[src/rtl/core_boot_seq.sv]
// Boot sequencer: copies the ROM data image into data memory, streams INSTR/REG/BAR/PC packets into the core, then hands memory to the core.
// Each ROM word costs a fetch cycle plus a write cycle; memory writes stall on mem_ready_i, packets never stall.
package core_boot_pkg;
  typedef enum logic [2:0] {
    OP_NULL  = 3'd0,
    OP_INSTR = 3'd1,
    OP_REG   = 3'd2,
    OP_BAR   = 3'd3,
    OP_PC    = 3'd4
  } net_op_e;

  typedef struct packed {
    logic [9:0]  id;
    net_op_e     op;
    logic [4:0]  rsvd;
    logic [31:0] data;
    logic [9:0]  net_addr;
  } net_packet_s;
endpackage

module core_boot_seq
  import core_boot_pkg::*;
#(
  parameter int unsigned DATA_WORDS_P  = 1024,
  parameter int unsigned INSTR_WORDS_P = 1024,
  parameter int unsigned REG_WORDS_P   = 64,
  parameter logic [9:0]  ID_P          = 10'd1,
  parameter logic [31:0] BAR_MASK_P    = 32'h2,
  parameter logic [9:0]  BAR_ADDR_P    = 10'd24,
  parameter logic [31:0] START_PC_P    = 32'h0
) (
  input  logic        clk,
  input  logic        reset,
  input  logic        start_i,
  output logic [1:0]  rom_sel_o,
  output logic [9:0]  rom_addr_o,
  input  logic [39:0] rom_data_i,
  output logic        mem_valid_o,
  output logic        mem_wen_o,
  output logic        mem_byte_not_word_o,
  output logic [31:0] mem_addr_o,
  output logic [31:0] mem_wdata_o,
  input  logic        mem_ready_i,
  output net_packet_s net_packet_o,
  output logic        select_o,
  output logic        busy_o,
  output logic        done_o
);

  typedef enum logic [2:0] {
    S_IDLE, S_DMEM, S_INSTR, S_REG, S_BAR, S_PC, S_DONE
  } state_e;

  localparam logic PH_F = 1'b0;
  localparam logic PH_W = 1'b1;

  localparam logic [10:0] D_LAST = 11'(DATA_WORDS_P - 1);
  localparam logic [10:0] I_LAST = 11'(INSTR_WORDS_P - 1);
  localparam logic [10:0] R_LAST = 11'(REG_WORDS_P - 1);

  state_e      state_r, state_n;
  logic        ph_r, ph_n;
  logic [10:0] cnt_r, cnt_n;
  logic        w_first_r, w_first_n;
  logic [31:0] wdata_r, wdata_n;
  logic [1:0]  sel_r, sel_n;
  logic [9:0]  addr_r, addr_n;
  logic [1:0]  phase_sel;
  logic        fetch;
  logic [31:0] wdata_w;

  // image bits [39:38] carry no meaning for any packet or memory word
  logic unused_rom_bits;
  assign unused_rom_bits = ^rom_data_i[39:38];

  always_ff @(posedge clk) begin
    if (!reset) begin
      state_r   <= S_IDLE;
      ph_r      <= PH_F;
      cnt_r     <= '0;
      w_first_r <= 1'b0;
      wdata_r   <= '0;
      sel_r     <= '0;
      addr_r    <= '0;
    end else begin
      state_r   <= state_n;
      ph_r      <= ph_n;
      cnt_r     <= cnt_n;
      w_first_r <= w_first_n;
      wdata_r   <= wdata_n;
      sel_r     <= sel_n;
      addr_r    <= addr_n;
    end
  end

  always_comb begin
    phase_sel = 2'd0;
    case (state_r)
      S_INSTR: phase_sel = 2'd1;
      S_REG:   phase_sel = 2'd2;
      default: phase_sel = 2'd0;
    endcase
    fetch = (state_r == S_DMEM || state_r == S_INSTR || state_r == S_REG) && (ph_r == PH_F);
  end

  always_comb begin
    state_n             = state_r;
    ph_n                = ph_r;
    cnt_n               = cnt_r;
    w_first_n           = 1'b0;
    wdata_n             = wdata_r;
    sel_n               = sel_r;
    addr_n              = addr_r;
    wdata_w             = w_first_r ? rom_data_i[31:0] : wdata_r;
    rom_sel_o           = sel_r;
    rom_addr_o          = addr_r;
    mem_valid_o         = 1'b0;
    mem_wen_o           = 1'b0;
    mem_byte_not_word_o = 1'b0;
    mem_addr_o          = '0;
    mem_wdata_o         = '0;
    net_packet_o        = '0;
    select_o            = 1'b0;
    busy_o              = 1'b0;
    done_o              = 1'b0;

    // ROM address registers only move in fetch cycles so the port never toggles needlessly
    if (fetch) begin
      rom_sel_o  = phase_sel;
      rom_addr_o = cnt_r[9:0];
      sel_n      = phase_sel;
      addr_n     = cnt_r[9:0];
      ph_n       = PH_W;
      w_first_n  = 1'b1;
    end

    case (state_r)
      S_IDLE: begin
        if (start_i) begin
          state_n = S_DMEM;
          ph_n    = PH_F;
          cnt_n   = '0;
        end
      end
      S_DMEM: begin
        busy_o = 1'b1;
        if (ph_r == PH_W) begin
          mem_valid_o = 1'b1;
          mem_wen_o   = 1'b1;
          mem_addr_o  = {19'b0, cnt_r, 2'b00};
          mem_wdata_o = wdata_w;
          wdata_n     = wdata_w;
          if (mem_ready_i) begin
            ph_n = PH_F;
            if (cnt_r == D_LAST) begin
              state_n = S_INSTR;
              cnt_n   = '0;
            end else begin
              cnt_n = cnt_r + 11'd1;
            end
          end
        end
      end
      S_INSTR: begin
        busy_o = 1'b1;
        if (ph_r == PH_W) begin
          net_packet_o = '{id: ID_P, op: OP_INSTR, rsvd: 5'b0,
                           data: {16'b0, rom_data_i[15:0]}, net_addr: cnt_r[9:0]};
          ph_n = PH_F;
          if (cnt_r == I_LAST) begin
            state_n = S_REG;
            cnt_n   = '0;
          end else begin
            cnt_n = cnt_r + 11'd1;
          end
        end
      end
      S_REG: begin
        busy_o = 1'b1;
        if (ph_r == PH_W) begin
          net_packet_o = '{id: ID_P, op: OP_REG, rsvd: 5'b0,
                           data: rom_data_i[31:0], net_addr: {4'b0, rom_data_i[37:32]}};
          ph_n = PH_F;
          if (cnt_r == R_LAST) begin
            state_n = S_BAR;
            cnt_n   = '0;
          end else begin
            cnt_n = cnt_r + 11'd1;
          end
        end
      end
      S_BAR: begin
        busy_o       = 1'b1;
        net_packet_o = '{id: ID_P, op: OP_BAR, rsvd: 5'b0, data: BAR_MASK_P, net_addr: BAR_ADDR_P};
        state_n      = S_PC;
        ph_n         = PH_F;
        cnt_n        = '0;
      end
      S_PC: begin
        busy_o       = 1'b1;
        net_packet_o = '{id: ID_P, op: OP_PC, rsvd: 5'b0, data: START_PC_P, net_addr: 10'd0};
        state_n      = S_DONE;
        ph_n         = PH_F;
        cnt_n        = '0;
      end
      S_DONE: begin
        select_o = 1'b1;
        done_o   = 1'b1;
      end
      default: begin
        state_n = S_IDLE;
      end
    endcase
  end

endmodule

[config.mk]
export PLATFORM = sky130hd
export DESIGN_NAME = core_boot_seq
export DESIGN_NICKNAME = d
export VERILOG_FILES = /design/src/rtl/core_boot_seq.sv
export SDC_FILE = /design/constraint.sdc
export NUM_CORES = 1
export LEC_CHECK = 0
export BUFFER_PORTS_ARGS = -buffer_cell sky130_fd_sc_hd__clkbuf_2
export CAP_MARGIN = 40
export CELL_PAD_IN_SITES_DETAIL_PLACEMENT = 1
export CELL_PAD_IN_SITES_GLOBAL_PLACEMENT = 2
export CORE_MARGIN = 8
export CORE_UTILIZATION = 25
export DETAILED_ROUTE_END_ITERATION = 16
export HOLD_SLACK_MARGIN = 0.15
export PLACE_DENSITY_LB_ADDON = 0.05
export SYNTH_ARGS = -nofsm -noshare
export SYNTH_HDL_FRONTEND = slang
export SYNTH_SLANG_ARGS = --single-unit
[constraint.sdc]
create_clock -name clk -period 2.2 [get_ports clk]
set_input_delay 0.11 -clock clk [delete_from_list [all_inputs] [get_ports clk]]
set_output_delay 0.11 -clock clk [all_outputs]
set_load 0.05 [all_outputs]
==> results.yml, run 1 <==
synth:
  syn_area_per_cell_um2: 7.84
  synth_area_leader_cell: "dfxtp_1"
  ys_ff_latch: 60
  async_reset_ff_share_pct: 0
  synth_common_cells: "nand2_1, dfxtp_1, nor2_1"
  synth_top_area_share_pct: 31.7
  synth_cell_types: 49
  yosysWarningCount: 0
  synth_area_leaders: "dfxtp_1, mux2i_1, nand2_1"
  netlist_instances: 483
  synth.most_common_cell: "nand2_1"
  synth_top_flop_cell: "dfxtp_1"
  ys_seq_area_share_pct: 31.7
  synth_edf_count: 0
  syn_area_um2: 3790
clock_tree:
  worstSkewPairLatency_ns: 0.33
  cts_root_buffer: "clkbuf_16"
  clkSinkCount: 60
  clk_pin_slew_ns: 0.05
  numCtsBuffers: 9
  clockBufferDepth: 2
  cts_tree: "built"
  htree_num_levels: 3
pwr:
  fin_total_pwr_mw: 3.84
  irDropWorstVdd_uv: 342
  leakage_nw: 2.54
  powerDensity_nw_per_um2: 637
die:
  core-area_um2: 15000
  fp.dieArea_um2: 19300
  die_x_um: 139
  fp-row-count: 45
  io_pins: 186
  die_h_um: 139
  start_util_pct: 25.3
layout:
  regArea_um2: 1210
  multi_input_area_um2: 2260
  layout-drive-gt1-share_pct: 31.5
  syn_to_final_growth_pct: 59.1
  final_net_count: 705
  fill_cells: 1784
  diodes: 0
grt:
  grt-busiest-layer: "met2"
  grt.total_usage_pct: 14.6
  gr-total-overflow: 0
  antenna_found_initial: 0
  use_met2_pct: 25.0
  grt_use_met1_pct: 17.2
  grt_pass1_vias: 4282
  grt_max_degree: 35
  grt_pass1_wl_mm: 22.8
  grt.met3_usage_pct: 4.34
placement:
  dp_hpwl_mm: 10.4
  place_congestion: 0.789
  portBuffers: 147
sta:
  hold_viol_final: 0
  setup_violations: 0
  fin_crit_sh_pct: 93.7
  maxSlewViolCount: 0
  rsz0062_at_grt: "no"
  fin_crit_ns: 2.06
  fin_skew_ns: 0.00577
  worstMarginPinSlew_ns: 0.560
  tns_ns: 0
  max_freq_mhz: 485
  slew_headroom_pct: 62.7
min_path:
  hp-class: "input port to flop"
  hold_end: "cnt_r[6]"
  worstHoldPathCells: 2
  min_from: "reset"
critical_path:
  r2r_start: "cnt_r[0]"
  reg2reg_depth: 6
  crit_type: "flop to primary output"
  worstSetupStartpointType: "flop"
  cp.arrival_ns: 1.95
  reg2reg_to: "state_r[2]"
  max_stage_delay_ns: 0.48
  required_ns: 2.09
  crit_fanout: 13
  slowest_stage: "dfxtp_2"
  crit_path_end_kind: "primary output"
  startpoint: "state_r[1]"
  crit_chain: "nor2_1, nor3_1, buf_4, mux2_2, clkbuf_2"
  regToRegSetupSlack_ns: 0.21
detailed_routing:
  drt_pass1_iterations: 4
  post_drt_wl_per_cell_um: 16.3
  drtAntennaViolNets: 0
  wl_mm: 13.9
  viasPerCell: 4.52
  dr_total_vias: 3855
  drcViolationCount: 0
  drt_first_iter_violations: 133
run:
  drv_cap: 0
outcome:
  outcome: "completed"
-- stage by stage --
| step | setup WS (ns) | utilization, % | hold slack (ns) | instances | cell area [um^2] |
|---|---|---|---|---|---|
| after floorplan | 0.0264 | - | 0.245 | 518 | 3920 |
| after global placement | 0.244 | 36.4 | 0.359 | 805 | 5450 |
| after detailed placement | 0.228 | 36.4 | 0.369 | 805 | 5450 |
| after CTS | 0.0128 | 40.2 | 0.226 | 852 | 6020 |
| after global routing | 0.00366 | 40.2 | 0.238 | 852 | 6020 |
| final | 0.139 | 40.2 | 0.222 | 852 | 6020 |
-- cell families (layout without fill, tap and decap cells) --
family          Yosys count  in the layout  share of synthesized area [%]
mux                      44             44                           12.0
xor+xnor                  9              9                           2.08
other cells               1             36                         0.0990
flops                    60             60                           31.7
compound gates           74             74                           14.7
buf+inv                  80            226                           12.1
fa+ha+maj                 1              1                          0.330
simple gates            214            214                           27.0
-- worst max path at each step --
stage                             to  slack, ns  cells after the start
finish                 rom_addr_o[5]       0.14                      5
global route        net_packet_o[11]      0.004                      6
CTS                  net_packet_o[0]       0.01                      6
detailed placement        state_r[2]       0.23                      6
global placement          state_r[2]       0.24                      6
floorplan             mem_addr_o[11]       0.03                      7
-- area by class of cell --
type / count / share of cell area, %
clock buffer: 12 / 3.93
clock inverter: 3 / 0.249
inverter: 6 / 0.374
multi-input combinational: 378 / 37.6
sequential: 60 / 20.0
tap: 188 / 3.90
timing repair buffer: 205 / 33.9
-- sequential cells by signal (all words and copies together), names as in the netlist --
| register | cells |
|---|---|
| cnt_r | 11 |
| addr_r | 10 |
| state_r | 3 |
| sel_r | 2 |
| w_first_r | 1 |
| wdata_r | 32 |
| ph_r | 1 |
-- power breakdown --
part | internal, mW | switching (mW)
clock network | 0.750 | 0.491
logic | 0.486 | 0.904
registers | 1.14 | 0.0697
-- timing repair --
action                     in CTS  in global routing
hold endpoints to repair       32                  0
hold buffers                   32                  0
setup buffers                   0                  0
gates resized for setup         2                  2
setup endpoints to repair      29                  7
-- cells in the final DEF (no fill, tap or decap), types with 2 or more instances in the layout --
cell type,netlist,routed
nor2_1,51,50
dlygate4sd3_1,0,32
buf_4,39,25
o211ai_1,4,4
and2_1,43,43
clkbuf_2,0,95
nand4_1,2,2
xnor2_1,2,2
nand2_1,83,83
o31a_1,2,2
a22o_1,4,4
o2111ai_1,2,2
o22ai_1,2,2
o31ai_1,2,2
conb_1,1,36
a21oi_1,6,6
nor3_1,3,2
a21boi_1,35,35
clkbuf_16,0,9
dfxtp_2,0,4
nand3_1,2,2
inv_1,4,4
inv_2,2,2
buf_12,0,53
mux2_2,10,10
dfxtp_1,60,56
o21ai_1,3,3
and3_1,19,19
nand4b_1,2,2
clkinv_2,0,3
clkbuf_1,19,3
mux2i_1,34,34
o21ai_0,5,5
xor2_1,7,7
-- routing by layer --
metal / wire (um) / share of wire (%)
met3: 830 / 6.0
met2: 6670 / 48
met4: 140 / 1.0
met1: 6210 / 45
met5: 0 / 0
-- critical path: cells and delay by family, from the launching register on --
family | cells | cell delay, ns
buf+inv | 2 | 0.49
flops | 1 | 0.48
mux | 1 | 0.36
simple gates | 2 | 0.29
(Power assumes the default switching activity.)
==> run 2: changes to the inputs <==
Settings changed: CELL_PAD_IN_SITES_DETAIL_PLACEMENT 1 to default, CELL_PAD_IN_SITES_GLOBAL_PLACEMENT 2 to default, CORE_UTILIZATION 25 to 45.
==> run 2 against run 1 <==
  * Combinational power down 9%
  * Register-to-register slack better by 0.06 ns
  * Sequential power rose by 6%
  * Clock power decreased by 3%
  * Non-clock buffer count decreased by 6
  * Maximum frequency fell by 0.48%
  * Clock skew up 0.0025 ns
  * Hold slack worse by 0.0029 ns
  * Critical endpoint is now mem_wdata_o[27]
  * Largest power group is now sequential cells
  * Highest routed layer unchanged
==> results.yml, run 2 (synthesis gave the netlist of run 1 again) <==
critical_path:
  worstSetupStartpointType: "flop"
  required_ns: 2.09
  crit_path_end_kind: "primary output"
  crit_fanout: 32
  cp.arrival_ns: 1.96
  crit_type: "flop to primary output"
detailed_routing:
  drt_pass1_iterations: 4
  drcViolationCount: 0
  viasPerCell: 4.95
  met3WireLength_um: 859
  drt_first_iter_violations: 177
  drtAntennaViolNets: 0
  post_drt_wl_per_cell_um: 15.2
  top_signal_layer_used: "met4"
  dr_total_vias: 3785
  wl_met1_mm: 4.78
  met2_length_mm: 5.86
  wl_mm: 11.6
clock_tree:
  cts_tree: "built"
  clkSinkCount: 60
  numCtsBuffers: 9
  cts_root_buffer: "clkbuf_8"
  clockBufferDepth: 2
  cts_setup_buffers: 0
  htree_num_levels: 3
  worstSkewPairLatency_ns: 0.33
  clk_pin_slew_ns: 0.07
die:
  fp.dieArea_um2: 11600
  die_x_um: 108
  start_util_pct: 46.3
  io_pins: 186
  die_h_um: 108
  core-area_um2: 8180
  fp-row-count: 33
layout:
  top_register: "wdata_r"
  syn_to_final_growth_pct: 52.6
  largest_reg_flops: 32
  post-route-util_pct: 70.7
  top_regs: "wdata_r: 32 flops, cnt_r: 11 flops, addr_r: 10 flops"
  layout-drive-gt1-share_pct: 31.6
  layout_common_cells: "clkbuf_2, nand2_1, dfxtp_1"
  diodes: 0
  final_cells: 764
  final_common_cell: "clkbuf_2"
  final_area_um2: 5780
  final_net_count: 699
sta:
  tns_ns: 0
  slew_headroom_pct: 58.7
  hold_viol_final: 0
  hold-worst-slack_ns: 0.219
  fin_crit_sh_pct: 94.1
  maxSlewViolCount: 0
  worst_slack_ns: 0.129
  fin_crit_ns: 2.07
  setup_violations: 0
  worstMarginPinSlew_ns: 0.620
  rsz0062_at_grt: "no"
  max_freq_mhz: 483
  fin_skew_ns: 0.00831
run:
  drv_cap: 0
grt:
  gr-total-overflow: 0
  grt_pass1_wl_mm: 18.5
  grt_pass1_vias: 3800
  grt.total_usage_pct: 19.5
  grt_max_degree: 37
  antenna_found_initial: 0
placement:
  dp_hpwl_mm: 8.51
  portBuffers: 147
  postPlaceCellArea_um2: 5190
  dp.cells: 716
  pre_cts_slack_ns: 0.174
  place_congestion: 0.939
pwr:
  leakage_nw: 2.48
  irDropWorstVdd_uv: 558
  powerDensity_nw_per_um2: 649
  fin_total_pwr_mw: 3.75
outcome:
  outcome: "completed"
min_path:
  hp-class: "input port to flop"
[run 2: cell count changes in the layout (fill, tap and decap cells not counted), sizes merged]
cell,change
bufinv,+3
buf,-13
clkbuf,+5
[run 2: layout make-up]
| type | count | area (um^2) |
|---|---|---|
| clock buffers | 10 | 128 |
| repair buffers | 199 | 1890 |
| multi-input cells | 378 | 2280 |
| clock inverters | 6 | 113 |
| flip-flops and latches | 60 | 1210 |
| inverters | 6 | 22.5 |
| fillers | 679 | 2400 |
| well taps | 105 | 131 |
[run 2: final timing paths]
path / end / start / cells past startpoint / slack, ns
min reg2reg: wdata_r[31] / wdata_r[31] / 2 / 0.45
max reg2reg: state_r[1] / cnt_r[0] / 6 / 0.27
max: mem_wdata_o[27] / state_r[2] / 5 / 0.13
min: ph_r / start_i / 4 / 0.22
[run 2: power breakdown]
group	internal, mW	switching, mW
registers	1.14	0.141
logic	0.477	0.791
clock network	0.755	0.445
total	2.37	1.38
[run 2: timing repair]
item | CTS | global route
resized for setup | 3 | 6
endpoints found under the setup margin | 66 | 34
hold buffers | 32 | 0
hold endpoints to repair | 32 | 0
[run 2: metal layers]
metal / GRT usage (%) / up-vias
li1: - / 1877
met1: 22.9 / 1773
met2: 34.2 / 125
met3: 4.31 / 10
met4: 6.05 / 0
met5: 0 / -
[run 2: critical path: stages, from the launching register on]
cell and delay (ns):
dfxtp_1 0.54, inv_2 0.19, nand4_2 0.18, buf_4 0.37, nor2_1 0.16, buf_12 0.18
